`config.mk`:
```
export PLATFORM = sky130hd
export DESIGN_NAME = index_decoder
export DESIGN_NICKNAME = d
export VERILOG_FILES = /design/src/rtl/stable_match_pkg.sv /design/src/rtl/onehot_decode.sv /design/src/rtl/index_decoder.sv
export SDC_FILE = /design/constraint.sdc
export NUM_CORES = 1
export LEC_CHECK = 0
export ABC_CLOCK_PERIOD_IN_PS = 2000
export CAP_MARGIN = 20
export CORE_MARGIN = 4
export CORE_UTILIZATION = 40
export CTS_BUF_LIST = sky130_fd_sc_hd__clkbuf_16
export DETAILED_ROUTE_END_ITERATION = 10
export PLACE_DENSITY = 0.78
export SLEW_MARGIN = 25
export SYNTH_ARGS = -nofsm -noshare
export SYNTH_HDL_FRONTEND = slang
export SYNTH_SLANG_ARGS = --single-unit
```
`constraint.sdc`:
```
create_clock -name clk -period 2 [get_ports clk]
set_clock_uncertainty 0.1 [all_clocks]
set_input_delay 0.4 -clock clk [delete_from_list [all_inputs] [get_ports clk]]
set_output_delay 0.4 -clock clk [all_outputs]
set_load 0.02 [all_outputs]
```
`src/rtl/stable_match_pkg.sv`:
```
// Shared width constants for the stable-match index/one-hot datapath.
// Contents:
//   LogSDefault   default binary index width
//   onehot_width  one-hot width S = 2**logS derived from an index width
package stable_match_pkg;

    localparam int unsigned LogSDefault = 4;

    function automatic int unsigned onehot_width(input int unsigned log_s);
        return 32'd1 << log_s;
    endfunction

endpackage

```
`src/rtl/onehot_decode.sv`:
```
// Combinational binary-to-one-hot decoder.
// Ports:
//   in   binary index, logS bits
//   out  one-hot word, S bits, bit[in] set
module onehot_decode
    import stable_match_pkg::*;
#(
    parameter  int unsigned logS = LogSDefault,
    localparam int unsigned S    = onehot_width(logS)
) (
    input  logic [logS-1:0] in,
    output logic [S-1:0]    out
);

    always_comb begin
        out     = '0;
        out[in] = 1'b1;
    end

endmodule

```
`src/rtl/index_decoder.sv`:
```
// Registered binary-to-one-hot decoder with a valid/ready handshake on both
// sides. A single output register gives full throughput; ready is
// combinational from the consumer side.
// Optional macro DECODER_MASK_EN adds an accumulation mask of every index
// accepted since reset/clear, its population count, a full flag and a
// duplicate pulse. Without it those outputs are tied to zero.
// Ports:
//   clk, rst_n           clock, asynchronous active-low reset
//   in_valid/in_ready/in index input handshake and binary index
//   out_valid/out_ready  output handshake
//   out                  registered one-hot word
//   clear                synchronous clear of the accumulated state
//   mask, count, full    accumulated one-hot OR, its popcount, count == S
//   dup                  one-cycle pulse: last accepted index was already in mask
module index_decoder
    import stable_match_pkg::*;
#(
    parameter  int unsigned logS = LogSDefault,
    localparam int unsigned S    = onehot_width(logS)
) (
    input  logic            clk,
    input  logic            rst_n,
    input  logic            in_valid,
    output logic            in_ready,
    input  logic [logS-1:0] in,
    output logic            out_valid,
    input  logic            out_ready,
    output logic [S-1:0]    out,
    input  logic            clear,
    output logic [S-1:0]    mask,
    output logic [logS:0]   count,
    output logic            full,
    output logic            dup
);

    logic [S-1:0] dec;
    logic         accept;
    logic [S-1:0] out_q, out_d;
    logic         out_valid_q, out_valid_d;

    onehot_decode #(
        .logS(logS)
    ) u_onehot_decode (
        .in (in),
        .out(dec)
    );

    assign in_ready = !out_valid_q || out_ready;
    assign accept   = in_valid && in_ready;

    always_comb begin
        out_d       = out_q;
        out_valid_d = out_valid_q;
        if (accept) begin
            out_d       = dec;
            out_valid_d = 1'b1;
        end else if (out_ready) begin
            // Word taken with nothing new behind it; out keeps its last value.
            out_valid_d = 1'b0;
        end
    end

    always_ff @(posedge clk or negedge rst_n) begin
        if (!rst_n) begin
            out_q       <= '0;
            out_valid_q <= 1'b0;
        end else begin
            out_q       <= out_d;
            out_valid_q <= out_valid_d;
        end
    end

    assign out       = out_q;
    assign out_valid = out_valid_q;

`ifdef DECODER_MASK_EN
    logic [S-1:0] mask_q, mask_d;
    logic [logS:0] count_q, count_d;
    logic          dup_q, dup_d;
    logic          hit;

    assign hit = |(mask_q & dec);

    always_comb begin
        mask_d  = mask_q;
        count_d = count_q;
        dup_d   = 1'b0;
        if (clear) begin
            // A same-cycle acceptance seeds the freshly cleared mask.
            mask_d  = accept ? dec : '0;
            count_d = accept ? (logS+1)'(1) : '0;
        end else if (accept) begin
            mask_d = mask_q | dec;
            if (hit) begin
                dup_d = 1'b1;
            end else begin
                count_d = count_q + (logS+1)'(1);
            end
        end
    end

    always_ff @(posedge clk or negedge rst_n) begin
        if (!rst_n) begin
            mask_q  <= '0;
            count_q <= '0;
            dup_q   <= 1'b0;
        end else begin
            mask_q  <= mask_d;
            count_q <= count_d;
            dup_q   <= dup_d;
        end
    end

    assign mask  = mask_q;
    assign count = count_q;
    assign full  = (count_q == (logS+1)'(S));
    assign dup   = dup_q;
`else
    logic unused_clear;
    assign unused_clear = clear;

    assign mask  = '0;
    assign count = '0;
    assign full  = 1'b0;
    assign dup   = 1'b0;
`endif

endmodule

```
==> results.md, run 1 <==
* Status: finished clean
* Initial Utilization at 0.428
* Placeable Area at about 2300 um^2
* Internal Power at approximately 700 uW
* Util after Layout at 0.546
* Fin cells at 140
* Seq pwr share at 0.394
* Crit-path max FO at 2
* Final nets at 122
* DR iter-0 viols at 5
* Detailed-route via count at a little over 600
* VDD IR max at about 460 uV
* CTS root buf: clkbuf_16
* Most frequent cell after synthesis: buf_4
* I/O pin cnt at 50
* DR WL/cell at 13.7 um
* # diodes at 0
* FP Rows at 17
* Post-route ant nets at 0
* Crit share post-route at 0.900
* Crit path launch type: input port
* Bufs on Longest Clock Path at 2
* HPWL after detailed placement at approximately 1.5 mm
* Pre-antenna DRT Iters at 4
* RR Startpoint: out_valid
* WP data arrival at roughly 1.3 ns
* Post-CTS Setup Inserts at 0
* Pin count of the biggest net entering global routing at 17
* Synth area leaders: dfrtp_1 44%, buf_4 18%, mux2_4 15%, mux2_2 6.9%, nor2_1 3.5%
* First-pass GRT wire length at 3.06 mm
* CTS buffer count at 3
* Net Sw Frac at 0.257
* Fin crit period at 1.80 ns
* Crit path required time at about 1.5 ns
* Storage element area at approximately 430 um^2
* GPL Wtd Cong at a little over 0.7
* Adder-Cell Fraction of Synth Area at 0
* Synth Area in Simple Gates at 0.139
* Fill count at 203
* Hold Path Class: in -> async
* Worst reg-to-reg path cell count at 4
* GRT overflow at 0
* Placed Cells incl. Taps at 136
* Vias in the first global route at a little under 600
* Die width at ~57 um
* Later-pin clock latency in the skew report at 0.24 ns
* Largest area contributor in the netlist: dfrtp_1
* Vias per std cell at ~4.4
* Ys Warns at 0
* Clock share of power at 0.408
* Multiplexer share of the synthesized area at 0.223
* Max_cap viols at 0
* Die ar. at between 3000 and 4000 um^2
* CP Class: in -> out
* Sw Pwr at 242 uW
* Worst hold slack at around 0.34 ns
* Area fraction of the dominant cell type after synthesis at 0.436
* Reg2Reg Setup Slack at between 0.5 and 0.6 ns
* Hold Buf Count CTS at 0
* Main combinational cell family by area after synthesis: multiplexers
* Fmax at about 560 MHz
* # DRC at 0
* Cells after synthesis at a little over 80
* Final WL at approximately 1.9 mm
* XOR/XNOR Fraction of Synth Area at 0
* Number of synthesized flops with an enable pin at 0
* Clk sinks at 17
* Gr usage total at 0.124
* CTS resizes at 1
* Avg Cell Area, Syn at ~12 um^2
* Slew Viols, Final at 0
* IO buf count at 25
* Sequential share of the synthesized area at 0.436
* Compound-gate portion of the synthesized area at 0
* Initial antenna violation count at 0
* Layout area overhead at 27.5%
* CP endpoint kind: output pin
* Synth Register Bits at 17
* PD cells at ~760 nW/um^2
* Ys async rst share at 1.00
* Critical Path End: in_ready
* Final hold viol count at 0
* Height of the die at between 50 and 60 um
* CTS tree: yes
* Final setup vio count at 0
* Clk slew on worst S/H paths at around 0.05 ns
* Combinational share of power at 0.198
* Leakage at 0.617 nW
* Post-synth cell types at 14
* Area of the multi-input gates at about 440 um^2
* Most used DFF post-synth: dfrtp_1
* Crit path launch: out_ready
* Cell Area, Synth at ~970 um^2
* H-tree Lvls at 1
* RSZ-0062 raised after global routing: false
* Synth cell count leaders: 23 x buf_4, 17 x dfrtp_1, 10 x mux2_4, 9 x nor2_1
* Reg2reg end: out[2]
* Total chip power at 945 uW
* Layout cells sized above 1 at 0.205
power by group through the flow:
stage	combinational (mW)	clock, mW	sequential, mW
after CTS	0.187	0.391	0.373
final	0.187	0.385	0.372
after floorplan	0.130	0	0.397
after detailed placement	0.187	0	0.378
after global routing	0.200	0.409	0.375
after global placement	0.183	0	0.376
final cells by class:
cell class / count / area share
Sequential cell: 17 / 0.342
Clock inverter: 1 / 0.00302
Timing Repair Buffer: 27 / 0.212
Multi-Input combinational cell: 64 / 0.353
Clock buffer: 3 / 0.0604
Tap cell: 28 / 0.0282
sequential cells by signal (all words and copies together) (netlist names):
| name | cells |
|---|---|
| out_valid | 1 |
| out | 16 |
worst max-delay path, cell delays in order:
cell             delay [ns]
clkdlybuf4s50_1        0.45
nand2b_4               0.11
dlygate4sd2_1          0.33
layout by cell type (no fill, tap or decap), types with 2 or more instances in the layout:
cell type and n:
buf_4 2, clkbuf_16 3, clkdlybuf4s50_1 24, conb_1 23, dfrtp_1 17, mux2_2 6
mux2_4 10, nand2_1 2, nand2b_1 4, nor2_1 9, nor3_1 6
through the flow:
stage	TNS [ns]	worst slack (ns)	area [um^2]
after floorplan	0	0.614	1060
after global placement	-0.0649	-0.0649	1160
after detailed placement	-0.0742	-0.0742	1160
after CTS	0	0.196	1240
after global routing	0	0.173	1240
final	0	0.201	1240
per-layer routing:
| metal | vias up | GRT usage | share of wire | wire [um] |
|---|---|---|---|---|
| met3 | 3 | 0.0317 | 0.076 | 145 |
| met2 | 28 | 0.224 | 0.54 | 1040 |
| met5 | - | 0 | 0 | 0 |
| li1 | 288 | - | - | - |
| met4 | 0 | 0.0497 | 0.016 | 31 |
| met1 | 296 | 0.138 | 0.36 | 694 |
cell families after synthesis:
family,after synthesis
flops,17
buf+inv,24
mux,16
simple gates,25
other cells,1
worst min-delay path by stage:
| stage | startpoint | to | slack [ns] | depth (start not counted) |
|---|---|---|---|---|
| after CTS | rst_n | out[13] | 0.35 | 1 |
| final | rst_n | out[13] | 0.34 | 1 |
| after global placement | out[5] | out[5] | 0.39 | 1 |
| after floorplan | rst_n | out[0] | 0.004 | 0 |
| after detailed placement | out[3] | out[3] | 0.39 | 1 |
| after global routing | rst_n | out[13] | 0.38 | 1 |
Power figures use the tool's default switching activity.
==> inputs of run 2 (changes only) <==
--- a/config.mk
+++ b/config.mk
@@ -5,7 +5,7 @@
 export SDC_FILE = /design/constraint.sdc
 export NUM_CORES = 1
 export LEC_CHECK = 0
-export ABC_CLOCK_PERIOD_IN_PS = 2000
+export ABC_CLOCK_PERIOD_IN_PS = 2300
 export CAP_MARGIN = 20
 export CORE_MARGIN = 4
 export CORE_UTILIZATION = 40
==> constraint.sdc (replaced) <==
create_clock -name clk -period 2.3 [get_ports clk]
set_clock_uncertainty 0.1 [all_clocks]
set_input_delay 0.46 -clock clk [delete_from_list [all_inputs] [get_ports clk]]
set_output_delay 0.46 -clock clk [all_outputs]
set_load 0.02 [all_outputs]
==> results.md, run 2 (same netlist as run 1, synthesis figures left out) <==
* Crit-path max FO at 3 (+1)
* GRT overflow at 0 (unchanged)
* Crit share post-route at 0.963
* Final WL at 1.82 mm (-4.8%)
* Post-route ant nets at 0 (unchanged)
* Leading cell type in the layout, fill and taps excluded: clkdlybuf4s50_1
* Most frequent cells in the layout: 25 x clkdlybuf4s50_1, 23 x conb_1, 17 x dfrtp_1
* CP endpoint kind: output pin
* HPWL after detailed placement at 1.42 mm (-5.8%)
* Leakage at 0.608 nW (-1.5%)
* Layout cells sized above 1 at 0.191 (-0.0144)
* RSZ-0062 raised after global routing: false
* Hold Buf Count CTS at 0 (unchanged)
* WP data arrival at 1.66 ns (+0.36 ns)
* Slew Viols, Final at 0 (unchanged)
* CTS buffer count at 3 (unchanged)
* Detailed-route via count at 595 (-3.3%)
* DR WL/cell at 13.2 um (-3.4%)
* Setup tns final at 0 ns (unchanged)
* Vias per std cell at 4.31 (-1.8%)
* Max reg flops at 16 (unchanged)
* Relative slew slack at 0.498
* Pre-antenna DRT Iters at 4 (unchanged)
* Final nets at 120 (-1.6%)
* Final setup vio count at 0 (unchanged)
* CP Class: in -> out
* DR iter-0 viols at 11 (+6)
* Die ar. at 3290 um^2 (unchanged)
* Reg2Reg Setup Slack at 1.02 ns (+0.44 ns)
* Status: finished clean
* Initial Utilization at 0.428 (unchanged)
* Crit path launch type: input port
* Clk slew on worst S/H paths at 0.05 ns (about the same)
* Fill count at 201 (-0.99%)
* H-tree Lvls at 1 (unchanged)
* Fin crit period at around 2.2 ns
* VDD IR max at 397 uV (-14%)
* Placeable Area at 2280 um^2 (unchanged)
* Gr usage total at 0.117 (-0.00699)
* Total chip power at 825 uW (-13%)
* IO buf count at 25 (unchanged)
* Fmax at about 450 MHz
* Initial antenna violation count at 0 (unchanged)
* Hold Path Class: reg -> reg
* Height of the die at 57.4 um (unchanged)
* First-pass GRT wire length at 2.93 mm (-4.3%)
* CTS tree: yes
* FP Rows at 17 (unchanged)
* Bufs on Longest Clock Path at 2 (unchanged)
* Worst-margin pin slew at 0.750 ns
* Max_cap viols at 0 (unchanged)
* # DRC at 0 (unchanged)
* Post-CTS Setup Inserts at 0 (unchanged)
* # diodes at 0 (unchanged)
* Later-pin clock latency in the skew report at 0.25 ns (about the same)
* GPL Wtd Cong at 0.720 (-0.39%)
* Layout area overhead at 26.1%
* Die width at 57.4 um (unchanged)
* Clk sinks at 17 (unchanged)
* PD cells at 671 nW/um^2 (-12%)
* Final hold viol count at 0 (unchanged)
* CTS root buf: clkbuf_16
* Vias in the first global route at 605 (+1.5%)
* Crit path required time at 1.74 ns (+0.24 ns)
* Pin count of the biggest net entering global routing at 18 (+1)
* CTS resizes at 0 (-1)
* I/O pin cnt at 50 (unchanged)
==> run 2: through the flow <==
stage,instance area [um^2],hold slack (ns),setup slack (ns),cells,util
after global placement,1150,0.395,0.0929,134,0.505
after detailed placement,1150,0.396,0.0699,134,0.505
after floorplan,1060,0.0644,0.885,105,-
after CTS,1230,0.408,0.0729,138,0.540
final,1230,0.405,0.0842,138,0.540
after global routing,1230,0.428,0.0424,138,0.540
==> run 2: path summary, 6_finish.rpt <==
kind	to	start	depth (start not counted)
hold / removal	out[3]	out[3]	1
max in group asynchronous	out[3]	rst_n	1
min in group asynchronous	out[1]	rst_n	1
setup reg to reg	out[15]	out_valid	3
setup / recovery	in_ready	out_ready	3
hold reg to reg	out[3]	out[3]	1
==> run 2: critical path, stage by stage <==
cell and delay, ns:
clkdlybuf4s50_1 0.45, nand2b_4 0.14, clkdlybuf4s50_1 0.61
==> run 2: routing by layer <==
layer,global-route usage,routed length (um)
met2,0.210,972
met5,0,0
met4,0.0596,34
met3,0.0339,135
met1,0.124,677
==> run 2: where the power goes <==
| group | switching [mW] | internal [mW] | total, mW |
|---|---|---|---|
| clock network | 0.112 | 0.231 | 0.342 |
| logic | 0.0951 | 0.0644 | 0.159 |
| registers | 0.00864 | 0.314 | 0.323 |
| total | 0.215 | 0.610 | 0.825 |
==> run 2: cell type report <==
type	instances	area, um^2	area share
clock inverters	1	3.75	0.00305
repair buffers	25	250	0.204
well taps	28	35.0	0.0285
clock buffers	3	75.1	0.0611
flip-flops and latches	17	425	0.346
multi-input cells	64	439	0.357
